`src/rtl/gpio_handshake_responder.sv`:
```
// Off-chip GPIO transactor stand-in: watches mprj_io[31:24], answers the firmware handshake on
// mprj_io[23:16] and flags pass/fail. Define GPIO_RESP_FILTER_EN to require 4-cycle stable matches.
module gpio_handshake_responder #(
  parameter int HOLD_CYCLES    = 1000,
  parameter int TIMEOUT_CYCLES = 25000
) (
  input  logic       clock,
  input  logic       reset,
  input  logic [7:0] gpio_hi,
  output logic [7:0] gpio_lo_out,
  output logic       gpio_lo_oe,
  output logic       done,
  output logic       pass,
  output logic       fail,
  output logic [3:0] state
);
  localparam int            HW        = (HOLD_CYCLES > 1) ? $clog2(HOLD_CYCLES) : 1;
  localparam logic [HW-1:0] HOLD_LOAD = HW'(HOLD_CYCLES - 1);
  localparam logic [14:0]   TMO_LAST  = 15'(TIMEOUT_CYCLES - 1);

  typedef enum logic [3:0] {
    S_IDLE = 4'd0, S_R1 = 4'd1, S_R2 = 4'd2, S_R3 = 4'd3, S_R4 = 4'd4,
    S_M1 = 4'd5, S_M2 = 4'd6, S_M3 = 4'd7, S_PASS = 4'd8, S_FAIL = 4'd9
  } state_e;

  state_e        state_q, state_d;
  logic [7:0]    hi_m_q, hi_s_q;
  logic [HW-1:0] hold_q, hold_d;
  logic [14:0]   tmo_q, tmo_d;
  logic [2:0]    seen_q, seen_d;
  logic [7:0]    lo_out_q, lo_out_d;
  logic          oe_q, oe_d, done_q, done_d, pass_q, pass_d, fail_q, fail_d;
  logic [7:0]    awaited;
  logic          awaiting, hit, match;

  always_comb begin
    awaiting = 1'b1;
    awaited  = 8'h00;
    case (state_q)
      S_IDLE:  awaited = 8'hA0;
      S_R1:    awaited = 8'h0B;
      S_R2:    awaited = 8'hAB;
      S_M1:    awaited = 8'h01;
      S_M2:    awaited = 8'h02;
      S_M3:    awaited = 8'h04;
      default: awaiting = 1'b0;
    endcase
  end

  assign hit = awaiting && (hi_s_q == awaited);

`ifdef GPIO_RESP_FILTER_EN
  // Stability count of the awaited value; restarts whenever the awaited value changes.
  logic [1:0] stab_q, stab_d;
  always_comb begin
    stab_d = 2'd0;
    if (hit && (state_d == state_q)) stab_d = (stab_q == 2'd3) ? stab_q : stab_q + 2'd1;
  end
  assign match = hit && (stab_q == 2'd3);
  always_ff @(posedge clock or posedge reset) begin
    if (reset) stab_q <= 2'd0;
    else       stab_q <= stab_d;
  end
`else
  assign match = hit;
`endif

  always_comb begin
    state_d = state_q;
    hold_d  = hold_q;
    seen_d  = seen_q;
    case (state_q)
      S_IDLE: if (match) state_d = S_R1;
      S_R1:   if (match) state_d = S_R2;
      S_R2: if (match) begin
        state_d = S_R3;
        hold_d  = HOLD_LOAD;
      end
      S_R3: if (hold_q == '0) begin
        state_d = S_R4;
        hold_d  = HOLD_LOAD;
      end else hold_d = hold_q - HW'(1);
      S_R4: if (hold_q == '0) state_d = S_M1;
            else              hold_d  = hold_q - HW'(1);
      // Reports already latched during the hold phase skip their wait states.
      S_M1: if (seen_q[0] || match) state_d = seen_q[1] ? (seen_q[2] ? S_PASS : S_M3) : S_M2;
      S_M2: if (seen_q[1] || match) state_d = seen_q[2] ? S_PASS : S_M3;
      S_M3: if (seen_q[2] || match) state_d = S_PASS;
      default: ;
    endcase
    if (state_q == S_R3 || state_q == S_R4) begin
      if (hi_s_q == 8'h01) seen_d[0] = 1'b1;
      if (hi_s_q == 8'h02) seen_d[1] = 1'b1;
      if (hi_s_q == 8'h04) seen_d[2] = 1'b1;
    end
    // A final match on the timeout cycle still passes.
    if (state_q != S_PASS && state_q != S_FAIL && state_d != S_PASS && tmo_q == TMO_LAST)
      state_d = S_FAIL;
    tmo_d = (state_q == S_PASS || state_q == S_FAIL) ? tmo_q : tmo_q + 15'd1;
  end

  always_comb begin
    oe_d     = (state_d != S_IDLE);
    lo_out_d = lo_out_q;
    case (state_d)
      S_IDLE, S_R3:     lo_out_d = 8'h00;
      S_R1:             lo_out_d = 8'hF0;
      S_R2:             lo_out_d = 8'h0F;
      S_R4:             lo_out_d = 8'h01;
      S_M1, S_M2, S_M3: lo_out_d = 8'h03;
      default: ;
    endcase
    pass_d = (state_d == S_PASS);
    fail_d = (state_d == S_FAIL);
    done_d = pass_d | fail_d;
  end

  always_ff @(posedge clock or posedge reset) begin
    if (reset) begin
      hi_m_q   <= 8'h00;
      hi_s_q   <= 8'h00;
      state_q  <= S_IDLE;
      hold_q   <= '0;
      tmo_q    <= 15'd0;
      seen_q   <= 3'b000;
      lo_out_q <= 8'h00;
      oe_q     <= 1'b0;
      done_q   <= 1'b0;
      pass_q   <= 1'b0;
      fail_q   <= 1'b0;
    end else begin
      hi_m_q   <= gpio_hi;
      hi_s_q   <= hi_m_q;
      state_q  <= state_d;
      hold_q   <= hold_d;
      tmo_q    <= tmo_d;
      seen_q   <= seen_d;
      lo_out_q <= lo_out_d;
      oe_q     <= oe_d;
      done_q   <= done_d;
      pass_q   <= pass_d;
      fail_q   <= fail_d;
    end
  end

  assign gpio_lo_out = lo_out_q;
  assign gpio_lo_oe  = oe_q;
  assign done        = done_q;
  assign pass        = pass_q;
  assign fail        = fail_q;
  assign state       = state_q;
endmodule

```
`config.mk`:
```
export PLATFORM = sky130hd
export DESIGN_NAME = gpio_handshake_responder
export DESIGN_NICKNAME = d
export VERILOG_FILES = /design/src/rtl/gpio_handshake_responder.sv
export SDC_FILE = /design/constraint.sdc
export NUM_CORES = 1
export LEC_CHECK = 0
export BUFFER_PORTS_ARGS = -buffer_cell sky130_fd_sc_hd__buf_2
export CORE_MARGIN = 2
export CORE_UTILIZATION = 59
export CTS_CLUSTER_DIAMETER = 80
export DETAILED_ROUTE_END_ITERATION = 7
export HOLD_SLACK_MARGIN = 0.02
export PLACE_DENSITY = 0.79
export SETUP_SLACK_MARGIN = 0.2
export SLEW_MARGIN = 20
export SYNTH_ARGS = -nofsm -noshare
export SYNTH_HDL_FRONTEND = slang
export SYNTH_SLANG_ARGS = --single-unit
```
`constraint.sdc`:
```
create_clock -name clock -period 2.65 [get_ports clock]
set_clock_uncertainty 0.05 [all_clocks]
set_input_delay 0.1325 -clock clock [delete_from_list [all_inputs] [get_ports clock]]
set_output_delay 0.1325 -clock clock [all_outputs]
set_load 0.01 [all_outputs]
```
# [Word-level counts from Yosys, hierarchy flattened]
# Cells that the tools add are included.
[word_totals] romBits=0 reg_bits=60 latch_bits=0 out_inout_bits=16 memories=0 ram_bits=0
[op_classes] addsub=2 eq_ne=28 mul=0 n_bitwise=1 n_lt_le_gt_ge=0 div_mod_pow=0 n_shift=0 n_mux=19 n_reduce_logical=22
[op_table] cell="case mux 8 bit (6 select lines)" count=1
[op_table] cell="two-way mux 4 bit" count=11
[op_table] cell="case mux 8 bit (5 select lines)" count=1
[op_table] cell="== test 4 x 3 -> 1 bit, second input constant" count=8
[op_table] cell="case mux 4 bit (8 select lines)" count=1
[op_table] cell="two-way mux 10 bit" count=3
[op_table] cell="case mux 10 bit (3 select lines)" count=1
[op_table] cell="== test 4 x 2 -> 1 bit, second input constant" count=4
[op_table] cell="== test 4 bit, second input constant" count=4
[op_table] cell="adder 15 x 1 -> 15 bit, second input constant" count=1
[op_table] cell="== test 15 bit, second input constant" count=1
[op_table] cell="inequality test 4 bit, second input constant" count=3
[op_table] cell="zero test 10 bit" count=1
[op_table] cell="subtractor 10 x 1 -> 10 bit, second input constant" count=1
[op_table] cell="== test 4 x 1 -> 1 bit, second input constant" count=2
[op_table] cell="== test 8 x 1 -> 1 bit, second input constant" count=1
[op_table] cell="== test 8 x 2 -> 1 bit, second input constant" count=1
[op_table] cell="== test 8 x 3 -> 1 bit, second input constant" count=1
[op_table] cell="== test 8 bit" count=1
[op_table] cell="zero test 4 bit" count=2
[op_table] cell="AND reduction 2 bit" count=3
[op_table] cell="OR reduction 6 bit" count=1
[op_table] cell="logical OR 1 bit" count=5
[op_table] cell="nonzero test 5 bit" count=1
[op_table] cell="other kinds (9)" count=13

# [Longest topological paths before layout]
[depth] depth_word=14 ltp_mapped=10

# [Least setup slack after synthesis]
# OpenSTA, ideal clock, no wires.
[synth_path] kind="register to register" start="reg state_q[0], in the netlist state[0]" end="reg lo_out_q[1], in the netlist gpio_lo_out[1]" setup_time_ns=0.076 n_path_buf=1 path_slack_ns=0.230 t_required_ns=2.524 path_stages_with_launch=9 arrival_time_ns=2.293 synth_period_minus_slack_ns=2.420 cell_sequence="dfrtp_1 buf_2 o311ai_2 o2111ai_2 a2111o_1 a211o_1 a311oi_4 mux2i_1 o21ai_1"
[synth_between] elab_chain_len=14
[synth_lines] item="start: declaration" line_no="26" text="state_e state_q, state_d;"
[synth_lines] item="start signal: assignment" line_no="134" text="state_q <= state_d;"
[synth_lines] item="== test 4 x 3 -> 1 bit (tied with other cells)" line_no="39, 72"
[synth_lines] item="case mux 8 bit (6 select lines) or OR reduction 6 bit (tied branches)"
[synth_lines] item="== test 8 bit or two-way mux 1 bit (tied branches)" line_no="50, 39"
[synth_lines] item="logical AND 1 bit" line_no="50" text="assign hit = awaiting && (hi_s_q == awaited);"
[synth_lines] item="logical OR 1 bit, on equally long branches" line_no="88, 86, 87"
[synth_lines] item="two-way mux 4 bit, on equally long branches" line_no="88, 86, 87"
[synth_lines] item="case mux 4 bit (8 select lines)" line_no="72" text="case (state_q)"
[synth_lines] item="inequality test 4 bit" line_no="97" text="if (state_q != S_PASS && state_q != S_FAIL && state_d != S_PASS && tmo_q == TMO_LAST)"
[synth_lines] item="logical AND 1 bit (2 in a row)" line_no="97"
[synth_lines] item="two-way mux 4 bit (*)" line_no="97"
[synth_lines] item="named net state_d[1]" line_no="26"
[synth_lines] item="== test 4 x 3 -> 1 bit (tied with other cells)" line_no="105" text="case (state_d)"
[synth_lines] item="OR reduction 3 bit or OR reduction 2 bit (tied branches)" line_no="105"
[synth_lines] item="case mux 8 bit (5 select lines) or nonzero test 5 bit (tied branches)"
[synth_lines] item="end signal: assignment" line_no="138" text="lo_out_q <= lo_out_d;"
[synth_lines] item="end: declaration" line_no="31" text="logic [7:0] lo_out_q, lo_out_d;"
# The timed path passes the listed nets; every way through them passes the cells marked *.
# A chain may end at the register's enable or synchronous reset.

# [Worst setup path in the final report]
[layout_path] start="reg state_q[3], in the netlist state[3]" end="reg hold_q[8]"
[layout_between] elab_chain_len=6
[layout_lines] item="== test 4 x 3 -> 1 bit (tied with other cells)" line_no="39" text="case (state_q)"
[layout_lines] item="case mux 8 bit (6 select lines) or OR reduction 6 bit (tied branches)"
[layout_lines] item="== test 8 bit or two-way mux 1 bit (tied branches)" line_no="50, 39"
[layout_lines] item="logical AND 1 bit" line_no="50"
[layout_lines] item="inequality test 2 bit (no source line)"
[layout_lines] item="AND reduction 3 bit (no source line)"
[layout_lines] item="end signal: assignment" line_no="135" text="hold_q <= hold_d;"
[layout_lines] item="end: declaration" line_no="28" text="logic [HW-1:0] hold_q, hold_d;"
# Parallel ways exist; a longest one is shown, timed or not.

==> key figures <==
Critical path
  – Crit-path most repeated cell: buf_4
  – Number of buffers and inverters on the critical path: 3
  – CP max FO: 10
  – Data required time of the worst path: roughly 2800 ps
  – Crit-path slowest cell: a2111oi_4
  – WP data arrival: around 2800 ps
  – Family with the most delay on the worst path: compound AO/OA/AOI/OAI gates
  – Crit-path max cell delay: between 500 and 600 ps
  – Worst setup SP type: register
  – Crit path kind: reg -> reg
  – CP endpoint kind: register
  – Worst path cell trace: buf_4 > inv_1 > a21oi_2 > a2111oi_4 > a21oi_4 > buf_4 > a41o_2 > nand3_1 > xor2_1 > o41ai_1

Drt
  – Initial drt markers: between 300 and 400
  – Final WL: ~7.9 mm
  – Via Count: 2603
  – Antenna Violating Nets Remaining: 0
  – Vias per cell: between 6 and 7
  – First drt pass iteration count: 7
  – Residual DRC: 0
  – WL per Instance: 19.5 um

Logic synthesis
  – Top FF cell, synth: dfrtp_1
  – Synth area leader: dfrtp_1
  – EDFF count, synth: 0
  – Synth Cell Area: around 0.0028 sq mm
  – Syn avg cell area: ~10 sq um
  – Syn nets: ~290
  – Most frequent cells after synthesis: 56 x dfrtp_1, 27 x nand2_1, 18 x nor2_1
  – Seq/Total Area, Yosys: 0.494
  – Yosys reg bits: 56
  – Async set-reset flop share out of synthesis: 1.00
  – Distinct cells, synth: 60
  – Synth warn: 0
  – Synth area leaders: dfrtp_1 49%, xnor2_1 3.7%, nand2_1 3.6%
  – Post-synth top area share: 0.494
  – Synthesized netlist cell count: about 270
  – Most numerous cell in the Yosys netlist: dfrtp_1

Global route
  – Pin count of the biggest net entering global routing: 57
  – GRT Overall Usage: 0.265
  – First-pass GRT wire length: 10.8 mm
  – Vias in the first global route: 2286
  – Grt total ovfl: 0
  – Antenna violations before repair: 0

Floorplanning
  – Die Y: between 70 and 80 um
  – Die width: ~73 um
  – DIE AREA: approximately 0.0054 sq mm
  – FP Rows: 25
  – Core Area: approximately 0.0047 sq mm
  – Initial Util: 0.605
  – Top Ports: 26

Clock network
  – Total clock buffers created by CTS: 5
  – CTS Buffer Depth: 2
  – CTS root buf: clkbuf_8
  – H-tree depth: 2
  – Latest clock arrival within the worst-skew pair: approximately 310 ps
  – CTS tree: done
  – Reg clk slew, reported paths: roughly 100 ps
  – Clock sink count: 56

Layout
  – Layout cells sized above 1: 0.346
  – Area Overhead vs Synth: 30.5%
  – Fin util: 0.789
  – Finished Layout Cells: a little over 400
  – ANT cells: 0
  – Number of nets in the layout: between 300 and 400
  – Fin area: 0.00370 sq mm

STA
  – Worst-Margin Slew: 679 ps
  – Slew Limit Fails: 0
  – Final setup margin: -30.8 ps
  – Post-layout minimum cycle time: 2680 ps
  – Unrepaired setup endpoints after global routing: true
  – Setup tns final: -30.8 ps
  – Final Cycle Share: 1.01
  – FMAX: ~0.37 GHz
  – Hold_ws: between 300 and 400 ps
  – Final hold violations: 0
  – # setup viols final: 1
  – Relative slew margins: 0.548

Pwr
  – Seq pwr share: 0.405
  – Maximum VDD drop: 0.486 mV
  – P_int: roughly 1.8 mW
  – Psw: ~950 uW
  – Pwr Total: ~2.7 mW
  – PD cells: around 740 mW/mm^2
  – Clock power share: 0.221
  – Static leakage: 1.66 nW
  – Gate power share: 0.374
  – Switching Fraction: 0.347

Placement
  – Detailed placement HPWL: 3.95 mm
  – Inst Count DP: 360
  – Gpl congestion: around 1
  – Place WS: about 38 ps
  – Post-Place Cell Area: between 0.003 and 0.004 sq mm
  – IO buf count: 25

Outcome
  – Violated checks: negative setup slack
  – Outcome: finished, violations left

Worst hold path
  – Worst hold path type: reg -> reg

Flow run
  – Max cap viols: 0
## logic make-up after synthesis
group | synth area share
AND/OR/NAND/NOR | 0.229
flip-flops | 0.494
AO/OA/AOI/OAI | 0.147
XOR/XNOR | 0.0679
buffers and inverters | 0.0392
multiplexers | 0.0145
adder cells (fa/ha/maj) | 0.00881
## layer usage
layer,track usage,up-vias,routed length (um)
met5,0,-,0
met4,0.113,0,500
met3,0.0480,69,591
met2,0.408,173,3620
met1,0.371,1242,3170
li1,-,1119,-
## power by group through the flow
stage	clock, mW	sequential [mW]	combinational [mW]
after floorplan	0	1.08	0.541
after global placement	0	1.11	0.682
after detailed placement	0	1.12	0.699
after CTS	0.613	1.10	0.837
after global routing	0.640	1.12	1.09
final	0.604	1.11	1.02
## worst paths after layout
kind | startpoint | to | slack (ps) | cells past startpoint
worst max register to register | state[3] | hold_q[8] | -30 | 10
worst min-delay path | hi_m_q[7] | hi_s_q[7] | 300 | 0
worst min register to register | hi_m_q[7] | hi_s_q[7] | 300 | 0
min in group asynchronous | reset | seen_q[0] | 500 | 4
worst max-delay path | state[3] | hold_q[8] | -30 | 10
max in group asynchronous | reset | state[2] | 1560 | 4
## cell usage in the layout, fill, tap and decap left out, types with 3 or more instances in the layout
cell type	instances
a21o_1	3
a21oi_1	8
a21oi_2	5
and2_1	4
and3_1	5
buf_2	25
buf_4	43
buf_6	3
clkbuf_8	7
dfrtp_1	52
dfrtp_2	4
dlygate4sd3_1	9
inv_1	9
mux2i_1	3
nand2_1	25
nand2_4	3
nand2b_1	5
nand3_1	12
nand3b_1	3
nand4b_1	4
nor2_1	18
nor2b_1	5
nor3_1	8
nor3b_1	3
o21ai_0	4
o22ai_2	3
xnor2_1	12
xor2_1	10
## flip-flops by register name, summed over array words and instances (netlist names)
register,flops
tmo_q,15
gpio_lo_oe,1
pass,1
hi_s_q,8
fail,1
hold_q,10
gpio_lo_out,4
hi_m_q,8
done,1
state,4
seen_q,3
## final cells by class
| cell class | count | area, sq um |
|---|---|---|
| flip-flops and latches | 56 | 1410 |
| clock inverters | 1 | 30.0 |
| clock buffers | 7 | 96.3 |
| fillers | 269 | 988 |
| well taps | 54 | 67.6 |
| repair buffers | 80 | 572 |
| multi-input cells | 196 | 1490 |
| inverters | 10 | 37.5 |
## repair_timing
| action | CTS | global route |
|---|---|---|
| setup buffers | 13 | 14 |
| endpoints found under the hold margin | 64 | 0 |
| pin swaps | 10 | 12 |
| gates resized for setup | 22 | 19 |
| endpoints found under the setup margin | 17 | 18 |
| hold buffers | 9 | 0 |
No activity file was read; power rests on OpenSTA's default activity.
